**config.mk**
```make
export PLATFORM = sky130hd
export DESIGN_NAME = axi_burst_driver
export DESIGN_NICKNAME = d
export VERILOG_FILES = /design/src/rtl/axi_burst_driver.sv
export SDC_FILE = /design/constraint.sdc
export NUM_CORES = 2
export LEC_CHECK = 0
export ABC_AREA = 1
export CAP_MARGIN = 40
export CORE_AREA = 2 2 325 327
export CTS_CLUSTER_SIZE = 20
export DETAILED_ROUTE_END_ITERATION = 10
export DIE_AREA = 0 0 327 329
export HOLD_SLACK_MARGIN = 0.08
export PLACE_DENSITY = 0.61
export SYNTH_ARGS = -nofsm -noshare
export SYNTH_HDL_FRONTEND = slang
export SYNTH_SLANG_ARGS = --single-unit
export TNS_END_PERCENT = 20
```
**constraint.sdc**
```tcl
create_clock -name clk -period 6.3 [get_ports clk]
set_input_delay 1.26 -clock clk [delete_from_list [all_inputs] [get_ports clk]]
set_output_delay 1.26 -clock clk [all_outputs]
set_load 0.1 [all_outputs]
```
**src/rtl/axi_burst_driver.sv**
```systemverilog
// Single-outstanding AXI4 master moving one cache line per request as a LINE_BEATS-beat burst; AW and W issue concurrently.
// AXI_BURST_DRIVER_CWF_EN selects critical-word-first refill (WRAP read from the beat-aligned request address).
module axi_burst_driver #(
   parameter int AXI_ADDR_WIDTH = 32,
   parameter int AXI_DATA_WIDTH = 64,
   parameter int AXI_ID_WIDTH   = 4,
   parameter int LINE_BEATS     = 4,
   localparam int LINE_BITS     = LINE_BEATS*AXI_DATA_WIDTH,
   localparam int OFS           = $clog2(LINE_BEATS*AXI_DATA_WIDTH/8)
) (
   input  logic                        clk,
   input  logic                        rst,
   input  logic                        req_valid,
   output logic                        req_ready,
   input  logic                        req_is_write,
   input  logic [AXI_ADDR_WIDTH-1:0]   req_addr,
   input  logic [LINE_BITS-1:0]        req_wdata,
   input  logic [LINE_BITS/8-1:0]      req_wstrb,
   output logic                        resp_valid,
   output logic [LINE_BITS-1:0]        resp_data,
   output logic                        resp_err,
   output logic [AXI_ID_WIDTH-1:0]     M_AXI_AWID,
   output logic [AXI_ADDR_WIDTH-1:0]   M_AXI_AWADDR,
   output logic [7:0]                  M_AXI_AWLEN,
   output logic [2:0]                  M_AXI_AWSIZE,
   output logic [1:0]                  M_AXI_AWBURST,
   output logic                        M_AXI_AWVALID,
   input  logic                        M_AXI_AWREADY,
   output logic [AXI_DATA_WIDTH-1:0]   M_AXI_WDATA,
   output logic [AXI_DATA_WIDTH/8-1:0] M_AXI_WSTRB,
   output logic                        M_AXI_WLAST,
   output logic                        M_AXI_WVALID,
   input  logic                        M_AXI_WREADY,
   input  logic [AXI_ID_WIDTH-1:0]     M_AXI_BID,
   input  logic [1:0]                  M_AXI_BRESP,
   input  logic                        M_AXI_BVALID,
   output logic                        M_AXI_BREADY,
   output logic [AXI_ID_WIDTH-1:0]     M_AXI_ARID,
   output logic [AXI_ADDR_WIDTH-1:0]   M_AXI_ARADDR,
   output logic [7:0]                  M_AXI_ARLEN,
   output logic [2:0]                  M_AXI_ARSIZE,
   output logic [1:0]                  M_AXI_ARBURST,
   output logic                        M_AXI_ARVALID,
   input  logic                        M_AXI_ARREADY,
   input  logic [AXI_ID_WIDTH-1:0]     M_AXI_RID,
   input  logic [AXI_DATA_WIDTH-1:0]   M_AXI_RDATA,
   input  logic [1:0]                  M_AXI_RRESP,
   input  logic                        M_AXI_RLAST,
   input  logic                        M_AXI_RVALID,
   output logic                        M_AXI_RREADY
);
   localparam int STRB_W = AXI_DATA_WIDTH/8;
   localparam int SIZE   = $clog2(STRB_W);
   localparam int CW     = $clog2(LINE_BEATS);

   typedef enum logic [2:0] {IDLE, WR, WAIT_B, RD_AR, RD_DATA, DONE} state_t;

   state_t                    state_q;
   logic [LINE_BITS-1:0]      wbuf_q, rbuf_q;
   logic [LINE_BITS/8-1:0]    sbuf_q;
   logic [CW-1:0]             wcnt_q, rcnt_q;
   logic [CW:0]               rbeats_q;
   logic                      is_write_q, aw_done_q, w_done_q, err_q;
   logic [CW-1:0]             wcnt_d, rcnt_init_d;
   logic [AXI_ADDR_WIDTH-1:0] line_addr_d, rd_addr_d;
   logic                      aw_hs, w_hs, r_err_d, unused_addr_bits;

   assign line_addr_d = {req_addr[AXI_ADDR_WIDTH-1:OFS], {OFS{1'b0}}};
   assign wcnt_d      = wcnt_q + CW'(1);
   assign aw_hs       = M_AXI_AWVALID && M_AXI_AWREADY;
   assign w_hs        = M_AXI_WVALID && M_AXI_WREADY;
   // Early RLAST and beats beyond the line both flag an error; surplus beats are dropped.
   assign r_err_d = (M_AXI_RRESP != 2'b00) || (M_AXI_RID != '0)
                 || (rbeats_q == (CW+1)'(LINE_BEATS))
                 || (M_AXI_RLAST && (rbeats_q != (CW+1)'(LINE_BEATS-1)));
   assign unused_addr_bits = ^req_addr[OFS-1:0];

`ifdef AXI_BURST_DRIVER_CWF_EN
   assign rd_addr_d     = {req_addr[AXI_ADDR_WIDTH-1:SIZE], {SIZE{1'b0}}};
   assign rcnt_init_d   = req_addr[OFS-1:SIZE];
   assign M_AXI_ARBURST = 2'b10;
`else
   assign rd_addr_d     = line_addr_d;
   assign rcnt_init_d   = '0;
   assign M_AXI_ARBURST = 2'b01;
`endif

   assign M_AXI_AWID    = '0;
   assign M_AXI_ARID    = '0;
   assign M_AXI_AWLEN   = 8'(LINE_BEATS-1);
   assign M_AXI_ARLEN   = 8'(LINE_BEATS-1);
   assign M_AXI_AWSIZE  = 3'(SIZE);
   assign M_AXI_ARSIZE  = 3'(SIZE);
   assign M_AXI_AWBURST = 2'b01;

   always_ff @(posedge clk) begin
      if (rst) begin
         state_q       <= IDLE;
         wbuf_q        <= '0;
         rbuf_q        <= '0;
         sbuf_q        <= '0;
         wcnt_q        <= '0;
         rcnt_q        <= '0;
         rbeats_q      <= '0;
         is_write_q    <= 1'b0;
         aw_done_q     <= 1'b0;
         w_done_q      <= 1'b0;
         err_q         <= 1'b0;
         req_ready     <= 1'b0;
         resp_valid    <= 1'b0;
         resp_err      <= 1'b0;
         resp_data     <= '0;
         M_AXI_AWADDR  <= '0;
         M_AXI_AWVALID <= 1'b0;
         M_AXI_WDATA   <= '0;
         M_AXI_WSTRB   <= '0;
         M_AXI_WLAST   <= 1'b0;
         M_AXI_WVALID  <= 1'b0;
         M_AXI_BREADY  <= 1'b0;
         M_AXI_ARADDR  <= '0;
         M_AXI_ARVALID <= 1'b0;
         M_AXI_RREADY  <= 1'b0;
      end else begin
         resp_valid <= 1'b0;
         case (state_q)
            IDLE: begin
               req_ready <= 1'b1;
               if (req_valid && req_ready) begin
                  req_ready  <= 1'b0;
                  is_write_q <= req_is_write;
                  wbuf_q     <= req_wdata;
                  sbuf_q     <= req_wstrb;
                  rcnt_q     <= rcnt_init_d;
                  if (req_is_write) begin
                     M_AXI_AWADDR  <= line_addr_d;
                     M_AXI_AWVALID <= 1'b1;
                     M_AXI_WVALID  <= 1'b1;
                     M_AXI_WDATA   <= req_wdata[AXI_DATA_WIDTH-1:0];
                     M_AXI_WSTRB   <= req_wstrb[STRB_W-1:0];
                     M_AXI_WLAST   <= 1'b0;
                     state_q       <= WR;
                  end else begin
                     M_AXI_ARADDR  <= rd_addr_d;
                     M_AXI_ARVALID <= 1'b1;
                     state_q       <= RD_AR;
                  end
               end
            end
            WR: begin
               if (aw_hs) begin
                  M_AXI_AWVALID <= 1'b0;
                  aw_done_q     <= 1'b1;
               end
               if (w_hs) begin
                  if (M_AXI_WLAST) begin
                     M_AXI_WVALID <= 1'b0;
                     M_AXI_WLAST  <= 1'b0;
                     w_done_q     <= 1'b1;
                  end else begin
                     wcnt_q      <= wcnt_d;
                     M_AXI_WDATA <= wbuf_q[int'(wcnt_d)*AXI_DATA_WIDTH +: AXI_DATA_WIDTH];
                     M_AXI_WSTRB <= sbuf_q[int'(wcnt_d)*STRB_W +: STRB_W];
                     M_AXI_WLAST <= (wcnt_d == CW'(LINE_BEATS-1));
                  end
               end
               // AW and the last W may complete in either order or together.
               if ((aw_done_q || aw_hs) && (w_done_q || (w_hs && M_AXI_WLAST))) begin
                  M_AXI_BREADY <= 1'b1;
                  state_q      <= WAIT_B;
               end
            end
            WAIT_B: begin
               if (M_AXI_BVALID) begin
                  err_q        <= err_q || (M_AXI_BRESP != 2'b00) || (M_AXI_BID != '0);
                  M_AXI_BREADY <= 1'b0;
                  state_q      <= DONE;
               end
            end
            RD_AR: begin
               if (M_AXI_ARREADY) begin
                  M_AXI_ARVALID <= 1'b0;
                  M_AXI_RREADY  <= 1'b1;
                  state_q       <= RD_DATA;
               end
            end
            RD_DATA: begin
               if (M_AXI_RVALID) begin
                  if (rbeats_q != (CW+1)'(LINE_BEATS)) begin
                     rbuf_q[int'(rcnt_q)*AXI_DATA_WIDTH +: AXI_DATA_WIDTH] <= M_AXI_RDATA;
                     rcnt_q   <= rcnt_q + CW'(1);
                     rbeats_q <= rbeats_q + (CW+1)'(1);
                  end
                  err_q <= err_q || r_err_d;
                  if (M_AXI_RLAST) begin
                     M_AXI_RREADY <= 1'b0;
                     state_q      <= DONE;
                  end
               end
            end
            DONE: begin
               resp_valid <= 1'b1;
               resp_err   <= err_q;
               resp_data  <= is_write_q ? '0 : rbuf_q;
               req_ready  <= 1'b1;
               err_q      <= 1'b0;
               wcnt_q     <= '0;
               rbeats_q   <= '0;
               aw_done_q  <= 1'b0;
               w_done_q   <= 1'b0;
               state_q    <= IDLE;
            end
            default: state_q <= IDLE;
         endcase
      end
   end
endmodule

```
**After elaboration in Yosys (flattened, before gate mapping)**

Index checks and enable logic that the tools add are counted.
Widths: inputs -> output; s select.

- Flip-flop bits (word level): 949
- Input bits: 406
- Output and inout port bits: 435

- Reduce and logical (&&, ||, !) cells: 46
- Add/sub/neg operators: 4
- Equality and inequality tests: 22
- Shift operators: 4
- Mux-type cells: 64
- Bitwise gates (word level): 1

Operators by type and width:

| kind | count |
|---|---|
| $bwmux 256 | 1 |
| $mux 256 | 1 |
| $mux 64 | 4 |
| $shift 64x33->256 const A | 1 |
| $shiftx 256x9->64 | 1 |
| $shiftx 64x33->256 | 1 |
| $pmux 64 s2 | 1 |
| $neg 8->33 | 1 |
| $mux 8 | 4 |
| $shiftx 32x6->8 | 1 |
| $ne 2x2->1 const B | 13 |
| $mux 1 | 24 |
| $mux 3 | 8 |
| $reduce_and 3->1 | 8 |
| $reduce_and 4->1 | 5 |
| $reduce_bool 2->1 | 10 |
| $pmux 1 s2 | 9 |
| $pmux 8 s2 | 1 |
| $pmux 3 s5 | 1 |
| $mux 2 | 6 |
| $reduce_and 5->1 | 2 |
| $eq 3x3->1 const B | 3 |
| $logic_or 1x1->1 | 8 |
| $pmux 2 s2 | 2 |
| other kinds (16) | 25 |

**Depth between registers and ports, before layout**

- Depth after elaboration: 7
- Depth in mapped cells: 13
- Mapped depth without buffers: 10

**Least setup slack after synthesis**

Ideal clock, no wire load.

- Kind: input-to-reg
- Start: input port rst
- End: register resp_data[68]
- Setup time: 0.062 ns
- Stages on the path: 7
- Setup slack: 3.806 ns
- Arrival: 2.432 ns
- Path through: clkbuf_1 -> inv_1 -> buf_2 -> clkbuf_1 -> buf_1 -> nand3_1 -> nand2_1

RTL lines:

| element | RTL line | RTL |
|---|---|---|
| from (decl) | 12 | `input logic rst,` |
| to (signal assigned) | 203 | `resp_data <= is_write_q ? '0 : rbuf_q;` |
| to (decl) | 20 | `output logic [LINE_BITS-1:0] resp_data,` |

**Worst setup path after layout**

- Start: register req_ready
- End: output port req_ready

RTL lines:

| element | RTL line | RTL |
|---|---|---|
| from (decl) | 14 | `output logic req_ready,` |
| from (signal assigned) | 109 | `req_ready <= 1'b0;` |
| from (signal assigned) | 127 | `req_ready <= 1'b1;` |
| from (signal assigned) | 129 | `req_ready <= 1'b0;` |

No word-level cell between the ends.

==> results.cfg <==
[routing]
met2RoutedLength_um = 73200
route.vias.total = 40600
firstDrtPassIters = 6
wl_met1_um = 64100
vias_per_cell = 5.15
maxUsedRoutingLayer = met5
wire_per_inst_um = 20.0
drt-total-wl_um = 158000
dr_wl_met3_um = 12900
drc = 0
drt-initial-drc-count = 3266
ant_nets = 0

[setup_path]
startpoint = req_ready$_SDFFE_PP0P_
cp_slowest_cell = clkdlybuf4s50_1
critPathKind = flop to output port
reg2reg_from = rcnt_q[0]$_SDFFE_PP0P_
worstReg2RegEnd = rbuf_q[24]$_SDFFE_PP0P_
worstRegToRegCells = 8
crit_chain = clkdlybuf4s50_1 > buf_16
cp.arrival_ns = 2.08
crit_fanout = 3
endpoint_kind = output port
cp-start-kind = flop
cpPeakStageDelay_ns = 0.68
reg2reg_slack_ns = 3.05
required_ns = 5.04

[sta]
fin_crit_sh = 0.530
worst_pin_slew_ns = 0.977
fin_worst_skew_ns = 0.0391
fin_setup_tns_ns = 0
drv_slew = 0
worst_slack_ns = 2.96
slew_headroom = 0.349
rsz0062_at_grt = no
setup_viol = 0
fmax_mhz = 299
layout_min_cycle_time_ns = 3.34
hold_viol = 0

[clocking]
cts_num_sinks = 949
postCtsHoldBufs = 0
cts_setup_buffers = 0
clockRootBuffer = clkbuf_16
clock_latency_ns = 0.72
cts_resized = 0
path_clk_slew_ns = 0.06
cts_buffers = 104
cts_tree = yes
max-clock-path-buffers = 3
htree_levels = 3

[floorplan]
row_count = 119
die_h_um = 329
dieArea_sq_um = 108000
pin_count = 841
die_x_um = 327
coreArea_sq_um = 104000
start_util = 0.372

[cells_and_area]
layout_commonest_cell = nand2_1
nets = 6791
area_delta_synth_final_pct = 52.5
final_cells = 7875
mostFrequentLayoutCells = nand2_1 (1265), nor2_1 (968), dfxtp_1 (947)
drive_gt1_frac = 0.101

[synth]
seq_area_frac_synth = 0.489
synth_warnings = 0
synth_top_area_frac = 0.489
syn_inst = 5484
yosysTopAreaCell = dfxtp_1
synthTopCellsByArea = dfxtp_1 (49%), nand2_1 (12%), nor2_1 (9.4%)
synth_area_sq_um = 38900
synthDistinctLibCells = 30
synth-seq-cells = 949
syn_avg_cell_area_sq_um = 7.09

[status]
status = finished, final reports clean

[global_route]
grt_usage = 0.280
antenna_found_initial = 39
grt_first_pass_wirelength_um = 237000
grt_max_degree = 225
grt_pass1_vias = 38800
grt_overflow = 0

[placement]
dpl.hpwl_um = 104000
post-place-ws_ns = 2.35
dp_cells = 7661
gp_congestion = 0.895
port_buffers = 791

[pwr]
p_leak_uw = 0.0249
p_per_area_nw_per_um2 = 317
peakVddDrop_mv = 0.595

[hold_path]
hold_path_depth = 2
hold_path_startpoint = w_done_q$_SDFFE_PP0P_
hold_path_class = flop to flop
min_to = w_done_q$_SDFFE_PP0P_

[run]
maxCapViolCount = 0
## Yosys cell counts (all sizes together)
master	count
nand2	1274
nor3	31
nand3	524
clkinv	4
or2	2
o32ai	1
ha	9
o211ai	144
o21ai	441
buf	206
inv	319
nor2	977
a211oi	1
a31oi	1
clkbuf	269
a21oi	327
o2111ai	1
nand4	2
dfxtp	949
conb	2
## cells by family (layout without fill, tap and decap cells)
kind of cell             count (synthesis)  after routing  synth area share
buffers and inverters                  798           1729            0.0896
flip-flops                             949            949             0.489
other                                    2             71          0.000193
adder cells (fa/ha/maj)                  9              9           0.00290
AND/OR/NAND/NOR                       2810           2810             0.291
AO/OA/AOI/OAI                          916            916             0.128
## metrics by stage
| stage | hold slack, ns | area [sq um] | power (uW) | utilization |
|---|---|---|---|---|
| after floorplan | 0.426 | 39000 | 10200 | - |
| after global placement | 0.439 | 46900 | 11700 | 0.449 |
| after detailed placement | 0.444 | 55600 | 12500 | 0.533 |
| after CTS | 0.452 | 59200 | 18800 | 0.567 |
| after global routing | 0.465 | 59200 | 19500 | 0.568 |
| final | 0.447 | 59200 | 18800 | 0.568 |
## routing by layer
metal,track usage,up-vias
met4,0.132,24
met5,0,-
li1,-,19300
met1,0.355,19200
met3,0.0626,359
met2,0.454,1724
## worst max-delay path by stage
stage | end | slack (ns)
floorplan | resp_data[68]$_SDFFE_PP0P_ | 3.81
global placement | M_AXI_ARADDR[18]$_SDFFE_PP0P_ | 1.54
detailed placement | M_AXI_ARADDR[25]$_SDFFE_PP0P_ | 2.35
CTS | req_ready | 2.94
global route | wbuf_q[79]$_SDFFE_PP0P_ | 2.83
finish | req_ready | 2.96
## layout make-up
type	count	area [sq um]
Tap cell	1391	1740
Timing Repair Buffer	1219	17000
Antenna cell	27	67.6
Sequential cell	949	19000
Clock inverter	37	485
Clock buffer	150	3060
Fill cell	9050	45100
Multi-Input combinational cell	3779	16600
Inverter	323	1240
## power breakdown
group	total (uW)	internal [uW]	switching [uW]
sequential	6860	6550	307
combinational	5540	1730	3810
clock	6350	3670	2680
total	18800	12000	6800
## flip-flops by register name, indices dropped and copies added, names as in the netlist, 2 cells and up
register	flops
M_AXI_WSTRB	8
wbuf_q	256
M_AXI_ARADDR	27
state_q	3
resp_data	256
wcnt_q	2
M_AXI_AWADDR	27
rbuf_q	256
M_AXI_WDATA	64
rbeats_q	3
sbuf_q	32
rcnt_q	2
## worst max-delay path, delay by kind of cell, from the launching register on
| family | cells | cell delay [ns] |
|---|---|---|
| buffers and inverters | 2 | 0.88 |
| DFF | 1 | 0.51 |
Power figures use the tool's default switching activity.
